[src/rtl/lane_grant_scheduler32_if.sv]
// Handshake and request bundle for lane_grant_scheduler32.
// The slave modport is the scheduler side; master is the requester/consumer side.
interface lane_grant_scheduler32_if;
  localparam int unsigned N_REQ  = 32;
  localparam int unsigned N_LANE = 32;
  localparam int unsigned IDX_W  = 5;

  logic                      start;
  logic                      abort;
  logic [N_REQ*N_LANE-1:0]   req_mat;
  logic                      gnt_ready;
  logic                      gnt_valid;
  logic [IDX_W-1:0]          gnt_lane;
  logic [IDX_W-1:0]          gnt_req;
  logic [N_LANE-1:0]         lane_pend;
  logic                      busy;
  logic                      done;

  modport master (
    output start, abort, req_mat, gnt_ready,
    input  gnt_valid, gnt_lane, gnt_req, lane_pend, busy, done
  );

  modport slave (
    input  start, abort, req_mat, gnt_ready,
    output gnt_valid, gnt_lane, gnt_req, lane_pend, busy, done
  );
endinterface

[src/rtl/lane_grant_scheduler32.sv]
// Walks pending lanes in ascending order and grants one (lane, requester) pair per cycle.
// Define LGS_RR_PRIORITY_EN for rotating requester priority; otherwise lowest requester wins.
module lane_grant_scheduler32 (
  input  logic                     clk,
  input  logic                     rst_n,
  lane_grant_scheduler32_if.slave  bus
);
  localparam int unsigned N_REQ  = 32;
  localparam int unsigned N_LANE = 32;
  localparam int unsigned IDX_W  = 5;

  typedef enum logic [0:0] {IDLE, GRANT} state_t;

  state_t                   state, state_n;
  logic [N_REQ*N_LANE-1:0]  mat_q, mat_n;
  logic [N_LANE-1:0]        req_or, pend_cur, pend_n;
  logic [N_REQ-1:0]         col, col_rot;
  logic [2*N_REQ-1:0]       col_dbl;
  logic [IDX_W-1:0]         ptr_sel, sel_lane, sel_req, lane_n, req_n;
  logic                     valid_n, busy_n, done_n, accept;

  function automatic logic [IDX_W-1:0] lowest(input logic [N_REQ-1:0] v);
    lowest = '0;
    for (int i = N_REQ - 1; i >= 0; i--) begin
      if (v[i]) lowest = IDX_W'(i);
    end
  endfunction

  assign accept = bus.gnt_valid & bus.gnt_ready;

`ifdef LGS_RR_PRIORITY_EN
  logic [IDX_W-1:0] ptr;

  // Pointer used for this cycle's selection already reflects a coinciding accept.
  assign ptr_sel = accept ? IDX_W'(bus.gnt_req + IDX_W'(1)) : ptr;

  always_ff @(posedge clk or negedge rst_n) begin
    if (!rst_n) ptr <= '0;
    else        ptr <= ptr_sel;
  end
`else
  assign ptr_sel = '0;
`endif

  // Pending-lane mask at capture time: OR of all requester slices.
  always_comb begin
    req_or = '0;
    for (int k = 0; k < N_REQ; k++) req_or = req_or | bus.req_mat[k*N_LANE +: N_LANE];
  end

  // Next grant candidate: lowest pending lane, then first requester at or after ptr.
  always_comb begin
    pend_cur = bus.lane_pend;
    if (accept) pend_cur[bus.gnt_lane] = 1'b0;
    sel_lane = lowest(pend_cur);
    col = '0;
    for (int k = 0; k < N_REQ; k++) col[k] = mat_q[k*N_LANE + int'(sel_lane)];
    col_dbl = {col, col};
    col_rot = N_REQ'(col_dbl >> ptr_sel);
    sel_req = IDX_W'(ptr_sel + lowest(col_rot));
  end

  always_comb begin
    state_n = state;
    mat_n   = mat_q;
    pend_n  = bus.lane_pend;
    valid_n = bus.gnt_valid;
    lane_n  = bus.gnt_lane;
    req_n   = bus.gnt_req;
    busy_n  = bus.busy;
    done_n  = 1'b0;
    case (state)
      IDLE: begin
        if (bus.start) begin
          mat_n   = bus.req_mat;
          pend_n  = req_or;
          busy_n  = 1'b1;
          state_n = GRANT;
        end
      end
      GRANT: begin
        if (bus.abort) begin
          state_n = IDLE;
          pend_n  = '0;
          valid_n = 1'b0;
          lane_n  = '0;
          req_n   = '0;
          busy_n  = 1'b0;
        end else if (!bus.gnt_valid || accept) begin
          pend_n = pend_cur;
          if (pend_cur == '0) begin
            state_n = IDLE;
            valid_n = 1'b0;
            lane_n  = '0;
            req_n   = '0;
            busy_n  = 1'b0;
            done_n  = 1'b1;
          end else begin
            valid_n = 1'b1;
            lane_n  = sel_lane;
            req_n   = sel_req;
          end
        end
      end
      default: state_n = IDLE;
    endcase
  end

  always_ff @(posedge clk or negedge rst_n) begin
    if (!rst_n) begin
      state         <= IDLE;
      mat_q         <= '0;
      bus.lane_pend <= '0;
      bus.gnt_valid <= 1'b0;
      bus.gnt_lane  <= '0;
      bus.gnt_req   <= '0;
      bus.busy      <= 1'b0;
      bus.done      <= 1'b0;
    end else begin
      state         <= state_n;
      mat_q         <= mat_n;
      bus.lane_pend <= pend_n;
      bus.gnt_valid <= valid_n;
      bus.gnt_lane  <= lane_n;
      bus.gnt_req   <= req_n;
      bus.busy      <= busy_n;
      bus.done      <= done_n;
    end
  end
endmodule

[src/flat_wrapper.sv]
// flat-port wrapper written by rule: the top's interface ports become plain ports
module lane_grant_scheduler32_flat 
  (clk, rst_n, bus_start, bus_abort, bus_req_mat, bus_gnt_ready, bus_gnt_valid, bus_gnt_lane, bus_gnt_req, bus_lane_pend, bus_busy, bus_done);
  lane_grant_scheduler32_if bus_i ();
  input  logic clk;
  input  logic rst_n;
  input wire logic [$bits(bus_i.start)-1:0] bus_start;
  input wire logic [$bits(bus_i.abort)-1:0] bus_abort;
  input wire logic [$bits(bus_i.req_mat)-1:0] bus_req_mat;
  input wire logic [$bits(bus_i.gnt_ready)-1:0] bus_gnt_ready;
  output wire logic [$bits(bus_i.gnt_valid)-1:0] bus_gnt_valid;
  output wire logic [$bits(bus_i.gnt_lane)-1:0] bus_gnt_lane;
  output wire logic [$bits(bus_i.gnt_req)-1:0] bus_gnt_req;
  output wire logic [$bits(bus_i.lane_pend)-1:0] bus_lane_pend;
  output wire logic [$bits(bus_i.busy)-1:0] bus_busy;
  output wire logic [$bits(bus_i.done)-1:0] bus_done;
  assign bus_i.start = bus_start;
  assign bus_i.abort = bus_abort;
  assign bus_i.req_mat = bus_req_mat;
  assign bus_i.gnt_ready = bus_gnt_ready;
  assign bus_gnt_valid = bus_i.gnt_valid;
  assign bus_gnt_lane = bus_i.gnt_lane;
  assign bus_gnt_req = bus_i.gnt_req;
  assign bus_lane_pend = bus_i.lane_pend;
  assign bus_busy = bus_i.busy;
  assign bus_done = bus_i.done;
  lane_grant_scheduler32 u_core (.clk(clk), .rst_n(rst_n), .bus(bus_i));
endmodule
[config.mk]
export PLATFORM = sky130hd
export DESIGN_NAME = lane_grant_scheduler32_flat
export DESIGN_NICKNAME = d
export VERILOG_FILES = /design/src/rtl/lane_grant_scheduler32_if.sv /design/src/rtl/lane_grant_scheduler32.sv /design/src/flat_wrapper.sv
export SDC_FILE = /design/constraint.sdc
export NUM_CORES = 2
export LEC_CHECK = 0
export ABC_AREA = 1
export CAP_MARGIN = 5
export CORE_AREA = 3 3 415 417
export CTS_CLUSTER_SIZE = 30
export DETAILED_ROUTE_END_ITERATION = 8
export DIE_AREA = 0 0 418 420
export SLEW_MARGIN = 20
export SYNTH_ARGS = -nofsm -noshare
export SYNTH_HDL_FRONTEND = slang
export SYNTH_SLANG_ARGS = --single-unit
[constraint.sdc]
create_clock -name clk -period 9.24 [get_ports clk]
set_clock_uncertainty 0.15 [all_clocks]
set_input_delay 1.386 -clock clk [delete_from_list [all_inputs] [get_ports clk]]
set_output_delay 1.386 -clock clk [all_outputs]
set_load 0.005 [all_outputs]
; Word-level counts from Yosys, hierarchy flattened
; Cells that the tools add are included.
[totals]
ff_bits = 1070
inputBits = 1029
[op_classes]
addsub = 31
n_eq_ne = 3
muxes = 157
n_reduce_logical = 9
order_cmp = 34
bitwise_logic = 35
[op_table]
columns = operator, count
row1 = $lt 32x11->1 const B, 31
row2 = $or 32x32->32, 31
row3 = $mux 5, 70
row4 = $bmux 1 s10, 31
row5 = $add 10x5->11 const A, 16
row6 = $mux 32, 4
row7 = $add 9x5->10 const A, 8
row8 = $pmux 32 s2, 1
row9 = $mux 1, 47
row10 = $add 8x5->9 const A, 4
row11 = $and 32x32->32, 1
row12 = $logic_not 32->1, 1
row13 = $not 32->32, 1
row14 = $add 7x5->8 const A, 2
row15 = $lt 5x11->1 const B, 1
row16 = $add 6x5->7 const A, 1
row17 = $lt 5x6->1 const B, 1
row18 = $ne 3x3->1 const B, 2
row19 = $reduce_and 2->1, 3
row20 = $bmux 1 s5, 1
row21 = $demux 1 s5, 1
row22 = $ge 5x1->1 const B, 1
row23 = $pmux 1 s2, 2
row24 = $reduce_and 3->1, 1
row25 = other kinds (7), 7

; Depth between registers and ports, before layout
[logic_depth]
ltp_word = 77
ltp_mapped = 76

; Least setup slack after synthesis
; OpenSTA, ideal clock, no wires.
[synth_path]
path_type = input to register
start = input bus_gnt_ready
end = register u_core.bus.gnt_req[3]
required_ns = 8.969
path_stages = 50
arrival_time_ns = 5.581
setup_slack_ns = 3.388
path_cell_list = nand2_1 inv_2 nand3_1 o21ai_2 nand2_1 nand2_1 nand2_1 nand2_1 nand2_1 nand2_1 nand2_1 nand2_1 nand2_1 nand2_1 nand2_1 nand2_1 nand2_1 nand2_1 [... 14 more ...] nand2_2 nand2_4 buf_6 buf_6 buf_6 buf_6 buf_6 buf_6 buf_6 mux2i_1 o221ai_1 o211ai_1 nand3_1 nand2_1 nand2_1 nor4_1 o21ai_1 a22o_1
[synth_between]
elab_chain_len = 72
word_cells_on_any_way = 168
classes_between = add/sub: 31 / mux: 132 / bitwise: 1 / reduce/logical: 4
[synth_rtl]
columns = element, line_no
row1 = from (decl), flat_wrapper.sv:10  ; input wire logic [$bits(bus_i.gnt_ready)-1:0] bus_gnt_ready;
row2 = $and 1x1->1 (*), lane_grant_scheduler32.sv:29  ; assign accept = bus.gnt_valid & bus.gnt_ready;
row3 = $mux 32, lane_grant_scheduler32.sv:54  ; if (accept) pend_cur[bus.gnt_lane] = 1'b0;
row4 = $mux 5 (32 in a row), lane_grant_scheduler32.sv:25  ; if (v[i]) lowest = IDX_W'(i);
row5 = $add 10x5->11, lane_grant_scheduler32.sv:57  ; for (int k = 0; k < N_REQ; k++) col[k] = mat_q[k*N_LANE + int'(sel_lane)];
row6 = $bmux 1 s10, lane_grant_scheduler32.sv:57
row7 = $mux 1 (implied by the code), lane_grant_scheduler32.sv:57
row8 = $mux 5 (32 in a row), lane_grant_scheduler32.sv:25
row9 = $mux 5, lane_grant_scheduler32.sv:91  ; if (pend_cur == '0) begin
row10 = $mux 5, lane_grant_scheduler32.sv:89  ; end else if (!bus.gnt_valid || accept) begin
row11 = $mux 5, lane_grant_scheduler32.sv:82  ; if (bus.abort) begin
row12 = to (signal assigned), lane_grant_scheduler32.sv:125  ; bus.gnt_req <= req_n;
row13 = to (decl), lane_grant_scheduler32_if.sv:26  ; output gnt_valid, gnt_lane, gnt_req, lane_pend, busy, done
; Every way passes the cells marked *; elsewhere a longest branch is shown, timed or not. The select of a mux whose other input is x is not followed.
; A chain may end at the register's enable or synchronous reset.

; Final worst setup path
[layout_path]
start = input bus_gnt_ready
end = register u_core.bus.gnt_req[0]
; Same word-level chain as after synthesis.

==> results.txt <==
----------------------------------------------------
[Status]
  Result of the run ... finished clean

[Drt]
  Detailed Routing Iterations Pass 1 ... 6
  Detail-routed via count per cell ... 5.38
  Wirelength per Cell ... 28.2 µm
  Overall routed net length ... 285000 µm
  DRC ... 0
  Residual antenna-violating net count after detailed routing ... 0
  Drt first-iter violations ... 6549
  Vias ... 54400

[Yosys]
  Ys flop type ... sky130_fd_sc_hd__dfrtp_1
  Count of cell types in the netlist ... 48
  Number of flops mapped to enable cells by yosys ... 0
  Synthesized cell area ... 53200 µm²
  Number of instances in the synthesized netlist ... 6872
  Synthesized area divided by synthesized cell count ... 7.75 µm²
  Yosys reg bits ... 1070
  Number of nets in the synthesized netlist ... 7901
  Count of yosys warnings during synthesis ... 0
  Proportion of netlist area held by the largest area contributor ... 0.503
  Ranking of synthesized cells by area ... sky130_fd_sc_hd__dfrtp_1 50%, sky130_fd_sc_hd__nand2_1 18%, sky130_fd_sc_hd__o21ai_0 6.6%
  Async set-or-reset flop fraction in the synthesized netlist ... 1.00
  Area leader, netlist ... sky130_fd_sc_hd__dfrtp_1
  Fraction of the yosys area taken by sequential cells ... 0.503

[Final layout]
  Combined flip-flop and latch cell area ... 26800 µm²
  Area of combinational cells with multiple inputs ... 22600 µm²
  Filler cells ... 17300
  Share of layout cells above drive strength 1 ... 0.0533
  NumNets Final ... 8790
  Layout overhead on the synthesized area ... 32.7%
  Final Core Density ... 0.418

[Global route]
  Global-route usage over all layers ... 0.315
  Pin count of the biggest net entering global routing ... 259
  Number of global-route vias before repair ... 52900
  Initial antenna violation count ... 59
  Overflow left after global routing ... 0
  Global-route wire length before repair ... 393000 µm

[Setup path]
  Delay contributed by the slowest stage of the critical path ... 0.49 ns
  Worst endpoint data arrival time ... 8.19 ns
  Top cell by count, worst path ... sky130_fd_sc_hd__nand2_1
  Critical path endpoint category ... flip-flop
  Critical path class ... in -> reg
  Sort of element at the start of the critical path ... input pin
  Worst-path fanout max ... 99
  Required time reported for the critical path endpoint ... 9.73 ns
  Slowest library cell on the worst path ... sky130_fd_sc_hd__clkdlybuf4s50_1

[Clocking]
  Clock latency of the later-clocked register in the worst-skew pair ... 0.78 ns
  Hold buffer count at cts ... 0
  TritonCTS clock tree ... built
  Maximum clock insertion buffer count ... 3
  # resized after CTS ... 0
  CTS H-tree lvls ... 4
  Number of buffers created by CTS ... 132
  CTS root buffer ... sky130_fd_sc_hd__clkbuf_16
  Clk sink count ... 1070
  Post-CTS setup buffer count ... 0
  Clock-pin transition on the worst setup and hold timing paths ... 0.06 ns

[Power]
  Power density cells ... 247 nW/µm²
  Switching share of power ... 0.377
  Gate power share ... 0.333
  Final Power ... 17.5 mW
  LEAKAGE ... 32.9 nW
  Power share of the sequential group ... 0.360
  Sw power ... 6.58 mW
  Internal ... 10.9 mW
  VDD IR max ... 0.000171 V
  Clock network fraction of design power ... 0.307

[Placement]
  Half-perimeter wire length after detailed placement ... 221000 µm
  Routability congestion estimate ... 0.989
  Count of input and output buffers ... 1073

[Floorplan]
  Vert. Die Dim ... 420 µm
  Starting utilization of the core area ... 0.315
  Core area ... 169000 µm²
  Width of the die ... 418 µm
  Die footprint ... 176000 µm²
  Row cnt ... 151
  I/O pin total ... 1074

[Timing]
  Maximum clock frequency ... 130 MHz
  Final hold violation count ... 0
  Slew @ Worst Pin ... 1.34 ns
  Clock period minus worst slack ... 7.70 ns
  Count of endpoints failing setup in the final report ... 0
  Number of slew-limit violations in the final report ... 0
  Final-layout setup total negative slack ... 0 ns
  Unrepaired setup endpoints after global routing ... false
  Remaining max-slew budget at the tightest pin ... 0.101
  Crit share post-route ... 0.833

[Run]
  Max-cap violations ... 0

[Worst hold path]
  Type of the tightest min-delay check ... reg -> reg

----------------------------------------------------
-- critical path, delay by kind of cell --
family | cells | cell delay, ns
and+or+nand+nor | 57 | 4.58
buffers and inverters | 5 | 1.31
AOI/OAI and AO/OA | 5 | 0.83
-- final timing paths --
kind	startpoint	to	slack, ns	cells after the start
worst max register to register	u_core.bus.gnt_lane[3]	u_core.bus.gnt_req[0]	2.21	66
worst min-delay path	u_core.mat_q[259]	u_core.mat_q[259]	0.32	2
max in group asynchronous	rst_n	u_core.mat_q[678]	6.34	3
worst min register to register	u_core.mat_q[259]	u_core.mat_q[259]	0.32	2
min in group asynchronous	rst_n	u_core.mat_q[172]	0.51	1
worst max-delay path	bus_gnt_ready	u_core.bus.gnt_req[0]	1.54	67
-- registers in the layout, indices dropped and copies added (netlist names) --
signal	flops
u_core.bus.lane_pend	32
u_core.bus.done	1
u_core.bus.busy	1
u_core.bus.gnt_req	5
u_core.bus.gnt_valid	1
u_core.state	1
u_core.bus.gnt_lane	5
u_core.mat_q	1024
-- per-stage QoR --
stage / std cells / hold slack, ns / cell area, µm² / worst slack (ns)
global placement: 9845 / 0.305 / 66100 / 0.685
global route: 10100 / 0.341 / 70600 / 0.773
finish: 10100 / 0.325 / 70700 / 1.54
floorplan: 6872 / 0.290 / 53200 / 3.39
detailed placement: 9845 / 0.307 / 66100 / 0.770
CTS: 10100 / 0.323 / 70500 / 1.55
-- logic make-up (layout without fill, tap and decap cells) --
| group | Yosys count | after routing | share of synthesized area |
|---|---|---|---|
| simple gates | 3555 | 3555 | 0.273 |
| flops | 1070 | 1070 | 0.503 |
| mux | 44 | 44 | 0.00827 |
| compound gates | 1235 | 1235 | 0.138 |
| buf+inv | 968 | 1961 | 0.0774 |
| other cells | 0 | 38 | 0 |
-- Yosys cell counts, drive strengths merged, types with 34 or more instances --
cell type  number
o32ai          53
o221ai        110
clkbuf        282
nor4          202
o211ai        109
nand2        2571
dfrtp        1070
o21ai         819
nand4         102
mux2i          44
buf           167
nand3         223
nor2          400
a21oi          34
inv           518
-- layout by cell type (no fill, tap or decap), drive strengths merged, types with 132 or more instances in the layout --
master / netlist / layout
buf: 167 / 132
clkbuf: 282 / 200
clkdlybuf4s50: 0 / 1072
dfrtp: 1070 / 1070
inv: 518 / 523
nand2: 2571 / 2571
nand3: 223 / 223
nor2: 400 / 400
nor4: 202 / 202
o21ai: 819 / 819
-- area by class of cell --
cell class	instances	share of cell area
diodes	38	0.00135
clock buffers	200	0.0562
clock inverters	38	0.00634
inverters	519	0.0278
multi-input cells	4834	0.320
flip-flops and latches	1070	0.379
well taps	2218	0.0393
repair buffers	1204	0.170
-- power groups by stage --
stage	Sequential (mW)	Combinational, mW	Clock, mW
3_3_place_gp	6.32	5.69	0
3_5_place_dp	6.32	5.75	0
5_1_grt	6.37	6.38	5.61
2_1_floorplan	6.11	3.63	0
6_report	6.29	5.82	5.36
4_1_cts	6.26	5.78	5.43
-- routing by layer --
metal | vias up | global-route usage | share of wire | wire length (µm)
met2 | 2731 | 0.520 | 0.47 | 135000
li1 | 24500 | - | - | -
met5 | - | 0 | 0.00033 | 93
met3 | 630 | 0.0576 | 0.073 | 20800
met4 | 14 | 0.214 | 0.078 | 22400
met1 | 26600 | 0.373 | 0.37 | 107000
Note: power is estimated with default switching activity, not from simulation.
